## src/rtl/uart_tx_buffer.sv

```systemverilog
// Byte FIFO feeding the UART transmitter: host-side push interface, valid/ready
// head-of-queue interface toward the transmitter, occupancy count and sticky overflow.
module uart_tx_buffer #(
    parameter int BYTESIZES = 8,
    parameter int DEPTH     = 16,
    parameter int CW        = $clog2(DEPTH + 1)
) (
    input  logic                 clock,
    input  logic                 reset,
    input  logic                 flush_in,
    input  logic                 wr_valid_in,
    input  logic [BYTESIZES-1:0] wr_data_in,
    output logic                 wr_ready_out,
    output logic                 valid_tx_out,
    output logic [BYTESIZES-1:0] data_tx_out,
    input  logic                 ready_tx_in,
    output logic [CW-1:0]        count_out,
    output logic                 overflow_out
);

    localparam int AW = $clog2(DEPTH);

    logic [BYTESIZES-1:0] mem_r [DEPTH];
    logic [AW-1:0]        wr_ptr_r;
    logic [AW-1:0]        rd_ptr_r;
    logic [CW-1:0]        count_r;
    logic                 overflow_r;

    logic                 full_s;
    logic                 empty_s;
    logic                 push_s;
    logic                 pop_s;
    logic                 clear_s;
    logic [CW-1:0]        count_nxt_s;
    logic [BYTESIZES-1:0] head_s;

    // Handshake qualification; a full buffer never accepts, even with a pop pending.
    always_comb begin
        full_s  = (count_r == CW'(DEPTH));
        empty_s = (count_r == {CW{1'b0}});
        clear_s = reset | flush_in;
        push_s  = wr_valid_in & ~full_s;
        pop_s   = ready_tx_in & ~empty_s;
    end

    // Occupancy next-state: simultaneous push and pop leaves the count unchanged.
    always_comb begin
        count_nxt_s = count_r;
        case ({push_s, pop_s})
            2'b10:   count_nxt_s = count_r + CW'(1);
            2'b01:   count_nxt_s = count_r - CW'(1);
            default: count_nxt_s = count_r;
        endcase
    end

    // Pointer, count and sticky overflow registers; reset and flush dominate handshakes.
    always_ff @(posedge clock) begin
        if (clear_s) begin
            wr_ptr_r   <= {AW{1'b0}};
            rd_ptr_r   <= {AW{1'b0}};
            count_r    <= {CW{1'b0}};
            overflow_r <= 1'b0;
        end else begin
            if (push_s) begin
                wr_ptr_r <= wr_ptr_r + AW'(1);
            end
            if (pop_s) begin
                rd_ptr_r <= rd_ptr_r + AW'(1);
            end
            count_r <= count_nxt_s;
            if (wr_valid_in && full_s) begin
                overflow_r <= 1'b1;
            end
        end
    end

    // Storage array; contents are left untouched by reset and flush.
    always_ff @(posedge clock) begin
        if (push_s && !clear_s) begin
            mem_r[wr_ptr_r] <= wr_data_in;
        end
    end

    // Head byte is forced to zero while empty so stale entries never leak out.
    always_comb begin
        if (!empty_s) begin
            head_s = mem_r[rd_ptr_r];
        end else begin
            head_s = {BYTESIZES{1'b0}};
        end
    end

    assign wr_ready_out = ~full_s;
    assign valid_tx_out = ~empty_s;
    assign data_tx_out  = head_s;
    assign count_out    = count_r;
    assign overflow_out = overflow_r;

endmodule

```

## config.mk

```make
export PLATFORM = sky130hd
export DESIGN_NAME = uart_tx_buffer
export DESIGN_NICKNAME = d
export VERILOG_FILES = /design/src/rtl/uart_tx_buffer.sv
export SDC_FILE = /design/constraint.sdc
export NUM_CORES = 1
export LEC_CHECK = 0
export BUFFER_PORTS_ARGS = -buffer_cell sky130_fd_sc_hd__buf_4
export CELL_PAD_IN_SITES_DETAIL_PLACEMENT = 2
export CELL_PAD_IN_SITES_GLOBAL_PLACEMENT = 2
export CORE_ASPECT_RATIO = 0.7
export CORE_MARGIN = 2
export CORE_UTILIZATION = 42
export DETAILED_ROUTE_END_ITERATION = 6
export GPL_TIMING_DRIVEN = 0
export PLACE_DENSITY = 0.77
export SLEW_MARGIN = 20
export SYNTH_ARGS = -nofsm -noshare
export SYNTH_HDL_FRONTEND = slang
export SYNTH_SLANG_ARGS = --single-unit
```

## constraint.sdc

```tcl
create_clock -name clock -period 2.95 [get_ports clock]
set_clock_uncertainty 0.2 [all_clocks]
set_input_delay 0.295 -clock clock [delete_from_list [all_inputs] [get_ports clock]]
set_output_delay 0.295 -clock clock [all_outputs]
set_load 0.005 [all_outputs]
```

* Word level (Yosys, flattened, before mapping)
Memory sizes are Yosys's and may differ from the RTL's. A register that Yosys moved wholly into a read port is not among the register bits.
Index checks and enable logic that the tools add are counted.
** Storage, ports and cells
- Memories :: 1
- Output and inout port bits :: 16
- Word-level logic and storage cells :: 28
- Bits of input ports :: 13
- Memory bits (read-only) :: 0
- Register bits after elaboration :: 14
- Latch bits :: 0
- Memory bits (writable) :: 128
** Memory list
- mem_r :: depth 16, width 8, rd ports 1, clocked after memory_dff 1, wr ports 1, line 23 : logic [BYTESIZES-1:0] mem_r [DEPTH];
** Operators by class
- Reductions and logical operators :: 5
- Equal/unequal tests :: 3
- $lt $le $gt $ge :: 0
- Divide/modulo/power cells :: 0
- $add $sub $neg :: 4
- Bitwise gates (word level) :: 5
- Multiply operators :: 0
- Multiplexer cells :: 6
- Shift-type cells :: 0
** Operators by type and width (count)
- one-hot mux 5 bit (2 select lines) :: 1
- adder 4 x 1 -> 4 bit (second input constant) :: 2
- two-way mux 4 bit :: 2
- two-way mux 8 bit :: 1
- adder 5 x 1 -> 5 bit (second input constant) :: 1
- == test 5 bit (second input constant) :: 1
- zero test 5 bit :: 1
- subtractor 5 x 1 -> 5 bit (second input constant) :: 1
- AND 1 bit :: 2
- == test 2 x 1 -> 1 bit (second input constant) :: 1
- == test 2 bit (second input constant) :: 1
- logical AND 1 bit :: 2
- two-way mux 1 bit :: 2
- inverter 1 bit :: 2
- nonzero test 2 bit :: 1
- zero test 1 bit :: 1
- bitwise OR 1 bit :: 1

* Depth between registers and ports, before layout
- Word-level depth :: 6
- Gate-level depth with buffers :: 11
- Mapped depth without buffers :: 10

* Least setup slack after synthesis
OpenSTA, ideal clock, no wires.
- Kind :: reg2reg
- Start point :: reg count_r[1] (netlist: count_out[1])
- End point :: reg count_r[4] (netlist: count_out[4])
- Path buffers :: 1
- Period minus slack after synthesis :: 3.103 ns
- Data arrival time :: 2.768 ns
- Library setup time :: 0.134 ns
- Data required time :: 2.616 ns
- Stages on the path, launching flop included :: 11
- Setup slack :: -0.153 ns
- Cells stage by stage :: dfxtp_1 -> buf_6 -> or4_4 -> o21ai_4 -> inv_1 -> ha_1 -> xor2_1 -> ha_1 -> a311oi_2 -> a2111oi_0 -> or4b_1
** On the way
- Cells in the longest elaborated chain, start to end :: 5
- Elaborated cells between the ends (all ways) :: 12
- Classes of those cells :: add/sub (2); eq/ne (3); mux (1); bitwise (4); reduce/logical (2)
** Ends and longest elaborated chain
- start, declared :: line 26 : logic [CW-1:0] count_r;
- start signal, assigned :: line 61 : count_r <= {CW{1'b0}};
- start signal, assigned :: line 70 : count_r <= count_nxt_s;
- zero test 5 bit (*) :: line 40 : empty_s = (count_r == {CW{1'b0}});
- inverter 1 bit (*) :: line 43 : pop_s = ready_tx_in & ~empty_s;
- AND 1 bit (*) :: line 43
- net pop_s :: line 32 : logic pop_s;
- == test 2 x 1 -> 1 bit / == test 2 bit (equally long branches) :: line 49 : case ({push_s, pop_s})
- one-hot mux 5 bit (2 select lines) / nonzero test 2 bit (equally long branches)
The timed path passes the listed nets; every way through them passes the cells marked *.
A chain may end at the register's enable or synchronous reset.

* Final worst setup path
- Start point :: reg count_r[0] (netlist: count_out[0])
- End point :: reg count_r[4] (netlist: count_out[4])
Same word-level chain as after synthesis.

==> impl_metrics.sql <==
INSERT INTO impl_metrics (metric_group, metric, value, unit) VALUES
('sta', 'timing.max_slew.rel_slack', '28.1', '%'),
('worst_hold_path', 'holdCritPathClass', 'in -> reg', ''),
('floorplan', 'die_area', '0.0153', 'mm2'),
('power', 'p_switching', '1.06', 'mW'),
('final_layout', 'sequential_cell_area', '0.00421', 'mm2'),
('sta', 'drv_slew', '0', ''),
('routing', 'finalWirelength', '18300', 'um'),
('yosys', 'synth_top_flop_cell', 'edfxtp_1', ''),
('yosys', 'synth_area_leader_cell', 'edfxtp_1', ''),
('final_layout', 'fillers', '1217', ''),
('yosys', 'synth_seq_area_share', '70.1', '%'),
('routing', 'detailedRoute.firstIterationViolations', '301', ''),
('final_layout', 'flow.area_growth_from_synthesis', '21.6', '%'),
('routing', 'drtPass1Iterations', '4', ''),
('final_layout', 'most-common-layout-cells', 'edfxtp_1 (128), buf_4 (40), mux4_2 (32), nor2_1 (29), clkbuf_16 (17)', ''),
('global_route', 'largest_net_degree_at_the_start_of_global_routing', '17', ''),
('floorplan', 'chipHeight', '104', 'um'),
('placement', 'io_buffers', '28', ''),
('power', 'finalPower', '4.85', 'mW'),
('global_route', 'gr-usage-all-layers', '25.5', '%'),
('power', 'intPower', '3.79', 'mW'),
('sta', 'min_period_over_period', '100', '%'),
('final_layout', 'fin_area', '0.00729', 'mm2'),
('yosys', 'synth_cells', '340', ''),
('outcome', 'run_status', 'complete, but fails checks', ''),
('sta', 'rsz_0062_raised_after_global_routing', 'yes', ''),
('routing', 'ant_nets', '0', ''),
('power', 'leakage', '2.37', 'nW'),
('job', 'cap_viol_max_count', '0', ''),
('placement', 'gpl.final_weighted_congestion', '0.728', ''),
('power', 'combinationalPowerShare', '4.9', '%'),
('routing', 'dr_total_vias', '3432', ''),
('worst_setup_path', 'timing.critical_path.arrival', '3.06', 'ns'),
('yosys', 'synth_enable_flop_cells', '128', ''),
('sta', 'final_period_minus_worst_setup_slack', '2.96', 'ns'),
('global_route', 'gr-total-overflow', '0', ''),
('final_layout', 'multiInputGateArea', '0.00174', 'mm2'),
('power', 'power_density_over_the_cells', '665', 'mW/mm2'),
('yosys', 'syn-mean-instance-area', '17.6', 'um2'),
('sta', 'max_clock_freq', '338', 'MHz'),
('worst_setup_path', 'critical_path.endpoint_type', 'register', ''),
('worst_setup_path', 'critPathLaunchType', 'register', ''),
('final_layout', 'post_route_cells_drive_above_1_share', '32.3', '%'),
('power', 'power.sequential.fraction', '46.6', '%'),
('yosys', 'synth_largest_type_area_fraction', '64.1', '%'),
('clock_network', 'number_of_buffers_added_by_the_clock_tree_synthesis_step', '17', ''),
('worst_setup_path', 'crit_required', '3.05', 'ns'),
('final_layout', 'n_antenna_cell', '0', ''),
('clock_network', 'root_buffer', 'clkbuf_16', ''),
('placement', 'dpl_hpwl', '10400', 'um'),
('floorplan', 'initial_utilization', '43.1', '%'),
('worst_hold_path', 'worstHoldPathCells', '1', ''),
('outcome', 'violated_checks', 'setup timing', ''),
('global_route', 'wire_length_of_the_first_global_routing_pass', '27000', 'um'),
('global_route', 'grt_pass1_vias', '3881', ''),
('yosys', 'synth_warnings', '0', ''),
('floorplan', 'ios', '29', ''),
('floorplan', 'floorplan_row_count', '36', ''),
('routing', 'wl_met1', '7850', 'um'),
('routing', 'routed_via_density', '5.70', ''),
('power', 'power_switching_share', '21.9', '%'),
('sta', 'final-setup-viol-count', '1', ''),
('sta', 'postLayoutSetupSlackWorst', '-0.00864', 'ns'),
('final_layout', 'layout.cells.most_common', 'edfxtp_1', ''),
('sta', 'finalHoldViolations', '0', ''),
('power', 'power.clock.fraction', '48.5', '%'),
('power', 'vdd.ir_drop.worst', '0.000362', 'V'),
('yosys', 'syn-cell-area', '0.00600', 'mm2'),
('sta', 'fin_hold_ws', '0.0219', 'ns'),
('routing', 'drc', '0', ''),
('floorplan', 'core-area', '0.0139', 'mm2');
-- registers in the layout, indices dropped and copies added (netlist names), named ones only --
register      count
count_out         5
overflow_out      1
rd_ptr_r          4
mem_r           128
wr_ptr_r          4
-- cell usage after synthesis (all sizes together), types with 3 or more instances --
master	number
mux2i	11
clkbuf	4
nand3b	3
nand2	8
nor2b	8
o211ai	5
buf	15
a211oi	17
mux4	32
edfxtp	128
inv	10
a21oi	6
dfxtp	18
ha	8
xor2	5
nor2	33
nand3	5
or4	3
-- critical path, stage by stage (launching register included) --
cell,delay (ns)
dfxtp_2,0.37
or4_4,0.53
o21ai_4,0.17
inv_2,0.06
ha_4,0.18
buf_12,0.13
ha_4,0.24
a311oi_4,0.32
a2111oi_2,0.11
or4b_1,0.52
-- timing repair --
action / in CTS / in global routing
hold endpoints to repair: 69 / 0
endpoints found under the setup margin: 9 / 4
setup buffers: 8 / 1
pin swaps: 6 / 2
gates resized for setup: 14 / 4
hold buffers: 6 / 0
cloned: 0 / 0
-- power by group through the flow --
stage,sequential [mW],combinational [mW],clock (mW)
after floorplan,2.30,0.101,0
after global placement,2.30,0.187,0
after detailed placement,2.30,0.203,0
after CTS,2.26,0.231,2.38
after global routing,2.26,0.257,2.47
final,2.26,0.237,2.35
-- final cells by class --
type | count | share of cell area, %
plain buffers | 16 | 1.34
clock buffers | 22 | 6.23
clock inverters | 10 | 2.21
inverters | 10 | 0.515
multi-input cells | 165 | 23.8
flip-flops and latches | 146 | 57.8
well taps | 190 | 3.26
repair buffers | 43 | 4.81
-- worst paths after layout --
kind,startpoint,endpoint,slack [ns]
setup reg to reg,count_out[0],count_out[4],-0.009
hold / removal,wr_data_in[2],mem_r[5][2],0.02
setup / recovery,count_out[0],count_out[4],-0.009
hold reg to reg,overflow_out,overflow_out,0.30
-- layer usage --
layer	up-vias	track usage (%)
met3	24	5.79
met4	0	7.49
met5	-	0
met2	117	42.2
li1	1469	-
met1	1822	33.9
-- kinds of logic (layout without fill, tap and decap cells) --
| kind of cell | Yosys count | in the layout | share of synthesized area, % |
|---|---|---|---|
| buf+inv | 29 | 101 | 2.55 |
| simple gates | 71 | 71 | 5.99 |
| mux | 43 | 43 | 13.9 |
| xor+xnor | 7 | 7 | 1.02 |
| fa+ha+maj | 8 | 8 | 1.67 |
| flops | 146 | 146 | 70.1 |
| compound gates | 36 | 36 | 4.82 |
-- per-stage QoR --
step           setup WS (ns)  instances  util (%)
5_1_grt               -0.115        602      52.4
6_report            -0.00864        602      52.4
3_5_place_dp          -0.365        558      46.5
2_1_floorplan        -0.0277        340         -
3_3_place_gp          -0.266        558      46.5
4_1_cts            -0.000938        601      52.1
No activity file was read; power rests on OpenSTA's default activity.
